**config.mk**
```make
export PLATFORM = sky130hd
export DESIGN_NAME = mul_div_unit_flat
export DESIGN_NICKNAME = d
export VERILOG_FILES = /design/src/rtl/mul_div_unit_if.sv /design/src/rtl/mul_div_unit.sv /design/src/flat_wrapper.sv
export SDC_FILE = /design/constraint.sdc
export NUM_CORES = 1
export LEC_CHECK = 0
export BUFFER_PORTS_ARGS = -buffer_cell sky130_fd_sc_hd__buf_2
export CORE_MARGIN = 4
export CORE_UTILIZATION = 55
export DETAILED_ROUTE_END_ITERATION = 6
export MAX_ROUTING_LAYER = met4
export PLACE_DENSITY = 0.86
export SYNTH_ARGS = -nofsm -noshare
export SYNTH_HDL_FRONTEND = slang
export SYNTH_SLANG_ARGS = --single-unit
export TNS_END_PERCENT = 30
```
**constraint.sdc**
```tcl
create_clock -name clk -period 4.4 [get_ports clk]
set_clock_uncertainty 0.2 [all_clocks]
set_input_delay 1.1 -clock clk [delete_from_list [all_inputs] [get_ports clk]]
set_output_delay 1.1 -clock clk [all_outputs]
set_load 0.02 [all_outputs]
```
**src/rtl/mul_div_unit_if.sv**
```systemverilog
// Operand/request and register-file write port bundle for mul_div_unit.
// Latency: none (wires only).
// Backpressure: none; the requester watches busy and holds off start.
interface mul_div_unit_if #(
    parameter int WIDTH  = 32,
    parameter int ADDR_W = 5
);
    logic              start;
    logic [1:0]        op;
    logic [WIDTH-1:0]  operand_a;
    logic [WIDTH-1:0]  operand_b;
    logic [ADDR_W-1:0] dest_address;
    logic              busy;
    logic              wr_en;
    logic [ADDR_W-1:0] wr_address;
    logic [WIDTH-1:0]  wr_data;

    // Requester side (control unit / register-file reader and writer)
    modport master (
        output start, op, operand_a, operand_b, dest_address,
        input  busy, wr_en, wr_address, wr_data
    );

    // Execution unit side
    modport slave (
        input  start, op, operand_a, operand_b, dest_address,
        output busy, wr_en, wr_address, wr_data
    );
endinterface

```
**src/rtl/mul_div_unit.sv**
```systemverilog
// Iterative unsigned MUL/MULHU/DIVU/REMU with a one-cycle register-file write pulse.
// Latency: 33 cycles from acceptance to wr_en (1 cycle for zero operands with MUL_DIV_ZERO_BYPASS_EN).
// Backpressure: start is accepted only in IDLE; start while busy is dropped, never queued.
module mul_div_unit #(
    parameter int WIDTH  = 32,
    parameter int ADDR_W = 5
) (
    input  logic           clk,
    input  logic           rst,
    mul_div_unit_if.slave  mdu
);

    typedef enum logic [1:0] {
        S_IDLE = 2'd0,
        S_RUN  = 2'd1,
        S_DONE = 2'd2
    } state_t;

    localparam int              CNT_W    = 6;
    localparam logic [CNT_W-1:0] LAST_CNT = CNT_W'(WIDTH - 1);

    state_t            state_q, state_d;
    logic [CNT_W-1:0]  cnt_q;
    logic [1:0]        op_q;
    logic [WIDTH-1:0]  a_q;
    logic [WIDTH-1:0]  b_q;
    logic [ADDR_W-1:0] dest_q;
    // acc_q holds the product high word or the partial remainder;
    // lo_q holds the product low word/multiplier or the quotient/dividend.
    logic [WIDTH-1:0]  acc_q;
    logic [WIDTH-1:0]  lo_q;
    logic [WIDTH-1:0]  wr_data_q;
    logic [ADDR_W-1:0] wr_address_q;

    logic              busy;
    logic              wr_en;

    logic [WIDTH:0]    mul_sum;
    logic [WIDTH-1:0]  mul_hi_n, mul_lo_n;
    // Shifted remainder is WIDTH+1 bits wide; the stored remainder always
    // fits WIDTH bits because it ends every step below the divisor.
    logic [WIDTH:0]    rem_sh;
    logic              div_ok;
    logic [WIDTH-1:0]  div_rem_n, div_quo_n;
    logic [WIDTH-1:0]  acc_n, lo_n, result_n;

    logic              byp_hit;
    logic [WIDTH-1:0]  byp_data;

    // One shift-add or restoring-divide step, plus the result picked from it
    always_comb begin
        mul_sum   = lo_q[0] ? ({1'b0, acc_q} + {1'b0, a_q}) : {1'b0, acc_q};
        mul_hi_n  = mul_sum[WIDTH:1];
        mul_lo_n  = {mul_sum[0], lo_q[WIDTH-1:1]};

        rem_sh    = {acc_q, lo_q[WIDTH-1]};
        div_ok    = (rem_sh >= {1'b0, b_q});
        div_rem_n = div_ok ? (rem_sh[WIDTH-1:0] - b_q) : rem_sh[WIDTH-1:0];
        div_quo_n = {lo_q[WIDTH-2:0], div_ok};

        acc_n     = op_q[1] ? div_rem_n : mul_hi_n;
        lo_n      = op_q[1] ? div_quo_n : mul_lo_n;
        // MULHU and REMU (op[0]=1) take the high/remainder half
        result_n  = op_q[0] ? acc_n : lo_n;
    end

`ifdef MUL_DIV_ZERO_BYPASS_EN
    // Detect operands whose result is known without iterating
    always_comb begin
        byp_hit  = 1'b0;
        byp_data = '0;
        if (mdu.start) begin
            if (mdu.op[1]) begin
                byp_hit = (mdu.operand_b == '0);
            end else begin
                byp_hit = (mdu.operand_a == '0) || (mdu.operand_b == '0);
            end
        end
        case (mdu.op)
            2'b10:   byp_data = '1;
            2'b11:   byp_data = mdu.operand_a;
            default: byp_data = '0;
        endcase
    end
`else
    assign byp_hit  = 1'b0;
    assign byp_data = '0;
`endif

    // FSM state register
    always_ff @(posedge clk) begin
        if (rst) begin
            state_q <= S_IDLE;
        end else begin
            state_q <= state_d;
        end
    end

    // FSM next-state decode
    always_comb begin
        state_d = state_q;
        case (state_q)
            S_IDLE: begin
                if (mdu.start) begin
                    state_d = byp_hit ? S_DONE : S_RUN;
                end
            end
            S_RUN: begin
                if (cnt_q == LAST_CNT) begin
                    state_d = S_DONE;
                end
            end
            S_DONE:  state_d = S_IDLE;
            default: state_d = S_IDLE;
        endcase
    end

    // FSM outputs: busy covers RUN and DONE, write strobe only in DONE
    always_comb begin
        busy  = 1'b0;
        wr_en = 1'b0;
        case (state_q)
            S_RUN:   busy = 1'b1;
            S_DONE: begin
                busy  = 1'b1;
                wr_en = 1'b1;
            end
            default: ;
        endcase
    end

    // Operand capture, iteration datapath and result/address holding registers
    always_ff @(posedge clk) begin
        if (rst) begin
            cnt_q        <= '0;
            op_q         <= '0;
            a_q          <= '0;
            b_q          <= '0;
            dest_q       <= '0;
            acc_q        <= '0;
            lo_q         <= '0;
            wr_data_q    <= '0;
            wr_address_q <= '0;
        end else begin
            case (state_q)
                S_IDLE: begin
                    if (mdu.start) begin
                        op_q   <= mdu.op;
                        a_q    <= mdu.operand_a;
                        b_q    <= mdu.operand_b;
                        dest_q <= mdu.dest_address;
                        cnt_q  <= '0;
                        acc_q  <= '0;
                        lo_q   <= mdu.op[1] ? mdu.operand_a : mdu.operand_b;
                        if (byp_hit) begin
                            wr_data_q    <= byp_data;
                            wr_address_q <= mdu.dest_address;
                        end
                    end
                end
                S_RUN: begin
                    acc_q <= acc_n;
                    lo_q  <= lo_n;
                    cnt_q <= cnt_q + CNT_W'(1);
                    // Result registers only move on entry to DONE so they
                    // hold the previous write everywhere else.
                    if (cnt_q == LAST_CNT) begin
                        wr_data_q    <= result_n;
                        wr_address_q <= dest_q;
                    end
                end
                default: ;
            endcase
        end
    end

    assign mdu.busy       = busy;
    assign mdu.wr_en      = wr_en;
    assign mdu.wr_address = wr_address_q;
    assign mdu.wr_data    = wr_data_q;

endmodule
```
**src/flat_wrapper.sv**
```systemverilog
// flat-port wrapper written by rule: the top's interface ports become plain ports
module mul_div_unit_flat 
#(
    parameter int WIDTH  = 32,
    parameter int ADDR_W = 5
)
  (clk, rst, mdu_start, mdu_op, mdu_operand_a, mdu_operand_b, mdu_dest_address, mdu_busy, mdu_wr_en, mdu_wr_address, mdu_wr_data);
  mul_div_unit_if #(.WIDTH(WIDTH), .ADDR_W(ADDR_W)) mdu_i ();
  input  logic clk;
  input  logic rst;
  input wire logic [$bits(mdu_i.start)-1:0] mdu_start;
  input wire logic [$bits(mdu_i.op)-1:0] mdu_op;
  input wire logic [$bits(mdu_i.operand_a)-1:0] mdu_operand_a;
  input wire logic [$bits(mdu_i.operand_b)-1:0] mdu_operand_b;
  input wire logic [$bits(mdu_i.dest_address)-1:0] mdu_dest_address;
  output wire logic [$bits(mdu_i.busy)-1:0] mdu_busy;
  output wire logic [$bits(mdu_i.wr_en)-1:0] mdu_wr_en;
  output wire logic [$bits(mdu_i.wr_address)-1:0] mdu_wr_address;
  output wire logic [$bits(mdu_i.wr_data)-1:0] mdu_wr_data;
  assign mdu_i.start = mdu_start;
  assign mdu_i.op = mdu_op;
  assign mdu_i.operand_a = mdu_operand_a;
  assign mdu_i.operand_b = mdu_operand_b;
  assign mdu_i.dest_address = mdu_dest_address;
  assign mdu_busy = mdu_i.busy;
  assign mdu_wr_en = mdu_i.wr_en;
  assign mdu_wr_address = mdu_i.wr_address;
  assign mdu_wr_data = mdu_i.wr_data;
  mul_div_unit #(.WIDTH(WIDTH), .ADDR_W(ADDR_W)) u_core (.clk(clk), .rst(rst), .mdu(mdu_i));
endmodule
```
### Word level (Yosys, flattened, before mapping)

Index checks and enable logic that the tools add are counted.

* register bits: 180
* latch bits: 0
* bits in writable memories: 0
* ROM bits: 0
* input bits: 74
* output and inout port bits: 39
* word-level logic and storage cells: 43
* memories kept: 0

* add/sub/neg operators: 3
* multiply operators: 0
* divide/modulo/power cells: 0
* magnitude comparators: 1
* equal/unequal tests: 5
* shift-type cells: 0
* muxes and demuxes: 17
* bitwise logic cells: 0
* reductions and logical operators: 7

Operators by type and width (count)
* 32-bit 2-to-1 mux: 7
* 32-bit one-hot mux with 2 select lines: 2
* 32-bit by 32-bit adder with 33-bit output: 1
* 33-bit by 32-bit greater-or-equal comparator with 1-bit output: 1
* 33-bit 2-to-1 mux: 1
* 32-bit subtractor: 1
* 6-bit one-hot mux with 2 select lines: 1
* 2-bit AND reduction: 4
* 6-bit by 1-bit adder with 6-bit output (second input constant): 1
* 6-bit by 5-bit equality test with 1-bit output (second input constant): 1
* 6-bit 2-to-1 mux: 1
* 2-bit 2-to-1 mux: 2
* 2-bit one-hot mux with 2 select lines: 1
* 2-bit by 1-bit equality test with 1-bit output (second input constant): 1
* 2-bit equality test (second input constant): 1
* 2-bit logical NOT: 1
* 1-bit 2-to-1 mux: 2
* 2-bit by 1-bit inequality test with 1-bit output (second input constant): 1
* 2-bit inequality test (second input constant): 1
* 2-bit nonzero test: 1
* 2-bit OR reduction: 1

### Logic depth before layout (Yosys ltp)

* depth after elaboration: 4
* depth in mapped cells: 15
* depth with buffers taken out: 14

### Least setup slack after synthesis

No wires, ideal clock.

* path type: reg-to-reg
* start point: register u_core.acc_q[0]
* end point: register u_core.wr_data_q[29] (netlist: u_core.mdu.wr_data[29])
* library setup time: 0.079 ns
* arrival: 2.849 ns
* required time: 4.121 ns
* slack: 1.271 ns
* cell stages (with the launch flop): 14
* buffers on the path: 0
* period minus slack after synthesis: 3.129 ns
* path through: dfxtp_1 > ha_1 > inv_1 > fa_1 > nor2b_1 > o2111ai_1 > a21o_1 > a21boi_0 > o221ai_1 > o41ai_2 > o41ai_1 > nor3_1 > a211o_1 > a22oi_1

* cells in the longest elaborated chain, start to end: 4
* elaborated cells between the ends (all ways): 7
* those cells by class: add/sub (2); order compare (1); mux (4)

RTL lines
* start, declared: line mul_div_unit.sv:30 `logic [WIDTH-1:0] acc_q;`
* start signal, assigned: line mul_div_unit.sv:162 `acc_q <= acc_n;`
* 32-bit by 32-bit adder with 33-bit output (tied with other cells): line mul_div_unit.sv:52 `mul_sum = lo_q[0] ? ({1'b0, acc_q} + {1'b0, a_q}) : {1'b0, acc_q};`
* 33-bit 2-to-1 mux or 32-bit 2-to-1 mux (tied branches): line mul_div_unit.sv:52, mul_div_unit.sv:58
* 32-bit 2-to-1 mux (*): line mul_div_unit.sv:61 `acc_n = op_q[1] ? div_rem_n : mul_hi_n;`
* 32-bit 2-to-1 mux (*): line mul_div_unit.sv:64 `result_n = op_q[0] ? acc_n : lo_n;`
* end signal, assigned: line mul_div_unit.sv:156 `wr_data_q <= byp_data;`
* end signal, assigned: line mul_div_unit.sv:168 `wr_data_q <= result_n;`
* end, declared: line mul_div_unit.sv:32 `logic [WIDTH-1:0] wr_data_q;`

Mark *: on every way between the ends. The rest lies on a longest branch, timed or not.
A chain may end at the register's enable or synchronous reset.

### Final worst setup path

* start point: register u_core.acc_q[25]
* end point: register u_core.wr_data_q[16] (netlist: u_core.mdu.wr_data[16])

* cells in the longest elaborated chain, start to end: 4

RTL lines
* 33-bit by 32-bit greater-or-equal comparator with 1-bit output: line mul_div_unit.sv:57 `div_ok = (rem_sh >= {1'b0, b_q});`
* 32-bit 2-to-1 mux: line mul_div_unit.sv:58 `div_rem_n = div_ok ? (rem_sh[WIDTH-1:0] - b_q) : rem_sh[WIDTH-1:0];`
* 32-bit 2-to-1 mux: line mul_div_unit.sv:61
* 32-bit 2-to-1 mux: line mul_div_unit.sv:64

No other way between the ends.

==> metrics <==
Setup WS pre-CTS=0.5480 ns; Final Max Slew Viols=0; Skew-Pair Late Insertion Delay=0.44 ns; placed cell areas=12850 um^2; PwrDens=337.9 nW/um^2; die area=24650 um^2; crit path from=u_core.acc_q[25]; Antenna Nets Post-Route=0; Worst R2R Path Depth=12; routed vias/inst=6.526; GRT busiest layer=met2; routed wire length=40910 um; placed insts=1924; Nets=1807; predominant post-synthesis flop cell=dfxtp_1; largest net degree at the start of global routing=73; met2 usage=49.65%; Post-DP HPWL=29260 um; # hold bufs at CTS=0; Slew HR=22.40%; Max Fclk=248.1 MHz; first-pass GRT wire length=64050 um; RSZ-0062 raised after global routing=no; Die Width=157.0 um; total track usage=33.64%; Worst EP arrival=4.12 ns; register area share after synthesis=29.51%; Worst Path Required=4.49 ns; worst slew pin tran=1.160 ns; total clock sinks=180; Syn-to-layout area delta=10.13%; CTS root buf=clkbuf_16; Yosys warning total=0; post-synthesis cell area=12210 um^2; hold endpoint=u_core.mdu.wr_data[12]; total core area=21820 um^2; drt wl/cell=20.92 um; Period Utilization, post-route=91.62%; Worst Setup End Kind=flop; Fill cells=1886; Reg-to-Reg Start=u_core.acc_q[25]; DRC=0; Max-cap violations=0; Num CTS Buffers=17; CTS tree=built; HP Start=u_core.mdu.wr_data[12]; Critical R2R Capture=u_core.mdu.wr_data[16]; CP Launch Type=flop; vias in the first global route=11840; Max VDD drop=0.3027 mV; cells after synthesis=1624; H-tree depth=4; grt ovf=0; Vias=12770; share of layout cells above drive strength 1=12.17%; register bit count reported by yosys=180; Post-Syn Nets=1768; post-route cell area=13450 um^2; Initial Util=55.95%; io pins=113; final std cells w/o fill=1956; Yosys top cell by area=dfxtp_1; register clock-pin slew on the reported worst setup and hold paths=0.07 ns; Yosys top cell area share=29.51%; clock tree buffer depth=2; WHS Path Cells=2; IO Port Bufs=112; outcome=finished clean; Rows=54; largest cells by area after synthesis=dfxtp_1 (30%), nand2_1 (8.8%), a21oi_1 (8.6%), ha_1 (7.0%), a211oi_1 (4.2%); asr flop ratio synth=0%; CTS resizes=0; Final Wtd Congestion=0.9975; hold_ws=0.2557 ns; Post-CTS Setup Repair Bufs=0; WS Path Type=reg2reg; number of synthesized flops with an enable pin=0; Max FO, Critical Path=25; synthesized area per cell=7.518 um^2; # diodes=0; P_leak=5.567 nW; slack of the critical path=0.3686 ns; setup tns final=0 ns; antenna violations before repair=0; worst reg-to-reg setup slack=0.37 ns; DIE HEIGHT=157.0 um; synth unique cells=86; Final Hold Vio Count=0; M1 GR Usage=45.11%; 1st-pass router iterations=6; Initial DRC Count=1686; Global Route met3 Usage=8.001%; Final setup viols=0; Hold WC Path Type=reg2reg; Tmin final=4.031 ns
-- final cells by class --
class / instances / area [um^2] / area share [%]
Tap cell: 280 / 350.3 / 2.605
Timing Repair Buffer: 137 / 763.2 / 5.676
Inverter: 60 / 225.2 / 1.675
Multi-Input combinational cell: 1267 / 7900 / 58.75
Clock buffer: 21 / 460.4 / 3.424
Clock inverter: 11 / 140.1 / 1.042
Sequential cell: 180 / 3607 / 26.83
-- cell families (layout without fill, tap and decap cells) --
family / count (synthesis) / count (layout) / share of synthesized area (%)
and+or+nand+nor: 561 / 561 / 20.62
AOI/OAI and AO/OA: 537 / 537 / 28.91
DFF: 180 / 180 / 29.51
buffers and inverters: 177 / 229 / 5.923
adders and majority gates: 70 / 70 / 7.297
muxes: 50 / 50 / 4.222
xor gates and xnor gates: 49 / 49 / 3.515
-- metrics by stage --
stage               power [mW]  utilization [%]
global route             4.705            61.62
finish                   4.543            61.62
detailed placement       2.922            58.86
global placement         2.906            58.86
CTS                      4.494            61.62
floorplan                2.599                -
-- per-layer routing --
| metal | part of all wire, % | wire, um | vias to the layer above |
|---|---|---|---|
| met5 | 0 | 0 | - |
| met3 | 11 | 4591 | 128 |
| met2 | 44 | 17870 | 801 |
| met4 | 3.8 | 1572 | 0 |
| li1 | - | - | 5893 |
| met1 | 41 | 16880 | 5943 |
-- worst max-delay path by stage --
stage	endpoint	slack [ns]	depth (start not counted)
global placement	u_core.mdu.wr_data[16]	0.65	12
global route	u_core.mdu.wr_data[16]	0.20	12
finish	u_core.mdu.wr_data[16]	0.37	12
CTS	u_core.mdu.wr_data[16]	0.50	12
floorplan	u_core.mdu.wr_data[29]	1.27	13
detailed placement	u_core.mdu.wr_data[16]	0.55	12
-- synth_stat cells, types with 7 or more instances --
master / n
nand2_1: 287
a21oi_1: 210
dfxtp_1: 180
nor2_1: 99
clkbuf_1: 88
a211oi_1: 68
ha_1: 68
inv_1: 59
o21ai_0: 53
nor2b_1: 52
mux2i_1: 44
a21o_1: 36
xor2_1: 27
nor3_1: 26
nand3_1: 22
nand4_1: 22
xnor2_1: 22
a31oi_1: 20
o211ai_1: 18
buf_2: 17
a22o_1: 15
and2_1: 13
o311a_1: 10
a211o_1: 8
a22oi_1: 7
a32o_1: 7
and3_1: 7
o21a_1: 7
o21bai_1: 7
o31ai_1: 7
-- placed cells by master (no fill, tap or decap), types with 22 or more instances in the layout --
cell type	instances
a211oi_1	68
a21o_1	36
a21oi_1	209
buf_2	111
buf_4	25
dfxtp_1	179
ha_1	67
inv_1	59
mux2i_1	44
nand2_1	286
nand3_1	22
nand4_1	22
nor2_1	99
nor2b_1	52
nor3_1	26
o21ai_0	53
xnor2_1	22
xor2_1	27
-- worst max-delay path: stages, from the launching register on --
cell	delay, ns
dfxtp_1	0.38
ha_1	0.50
nand4_1	0.27
nor2_1	0.31
nand4_1	0.12
o211ai_1	0.20
o21ba_2	0.23
or2_1	0.53
buf_12	0.27
mux2_2	0.35
o21ai_1	0.27
a211o_1	0.19
a21oi_1	0.06
-- power breakdown --
| group | internal (mW) | switching, mW | total [mW] |
|---|---|---|---|
| clock | 0.883 | 0.720 | 1.60 |
| sequential | 1.71 | 0.0715 | 1.78 |
| combinational | 0.401 | 0.759 | 1.16 |
| total | 2.99 | 1.55 | 4.54 |
-- state kept, by name (all words and copies together), names as in the netlist --
| register | cells |
|---|---|
| u_core.acc_q | 32 |
| u_core.cnt_q | 6 |
| u_core.mdu.wr_address | 5 |
| u_core.state_q | 2 |
| u_core.op_q | 2 |
| u_core.b_q | 32 |
| u_core.a_q | 32 |
| u_core.lo_q | 32 |
| u_core.dest_q | 5 |
| u_core.mdu.wr_data | 32 |
(Power assumes the default switching activity.)
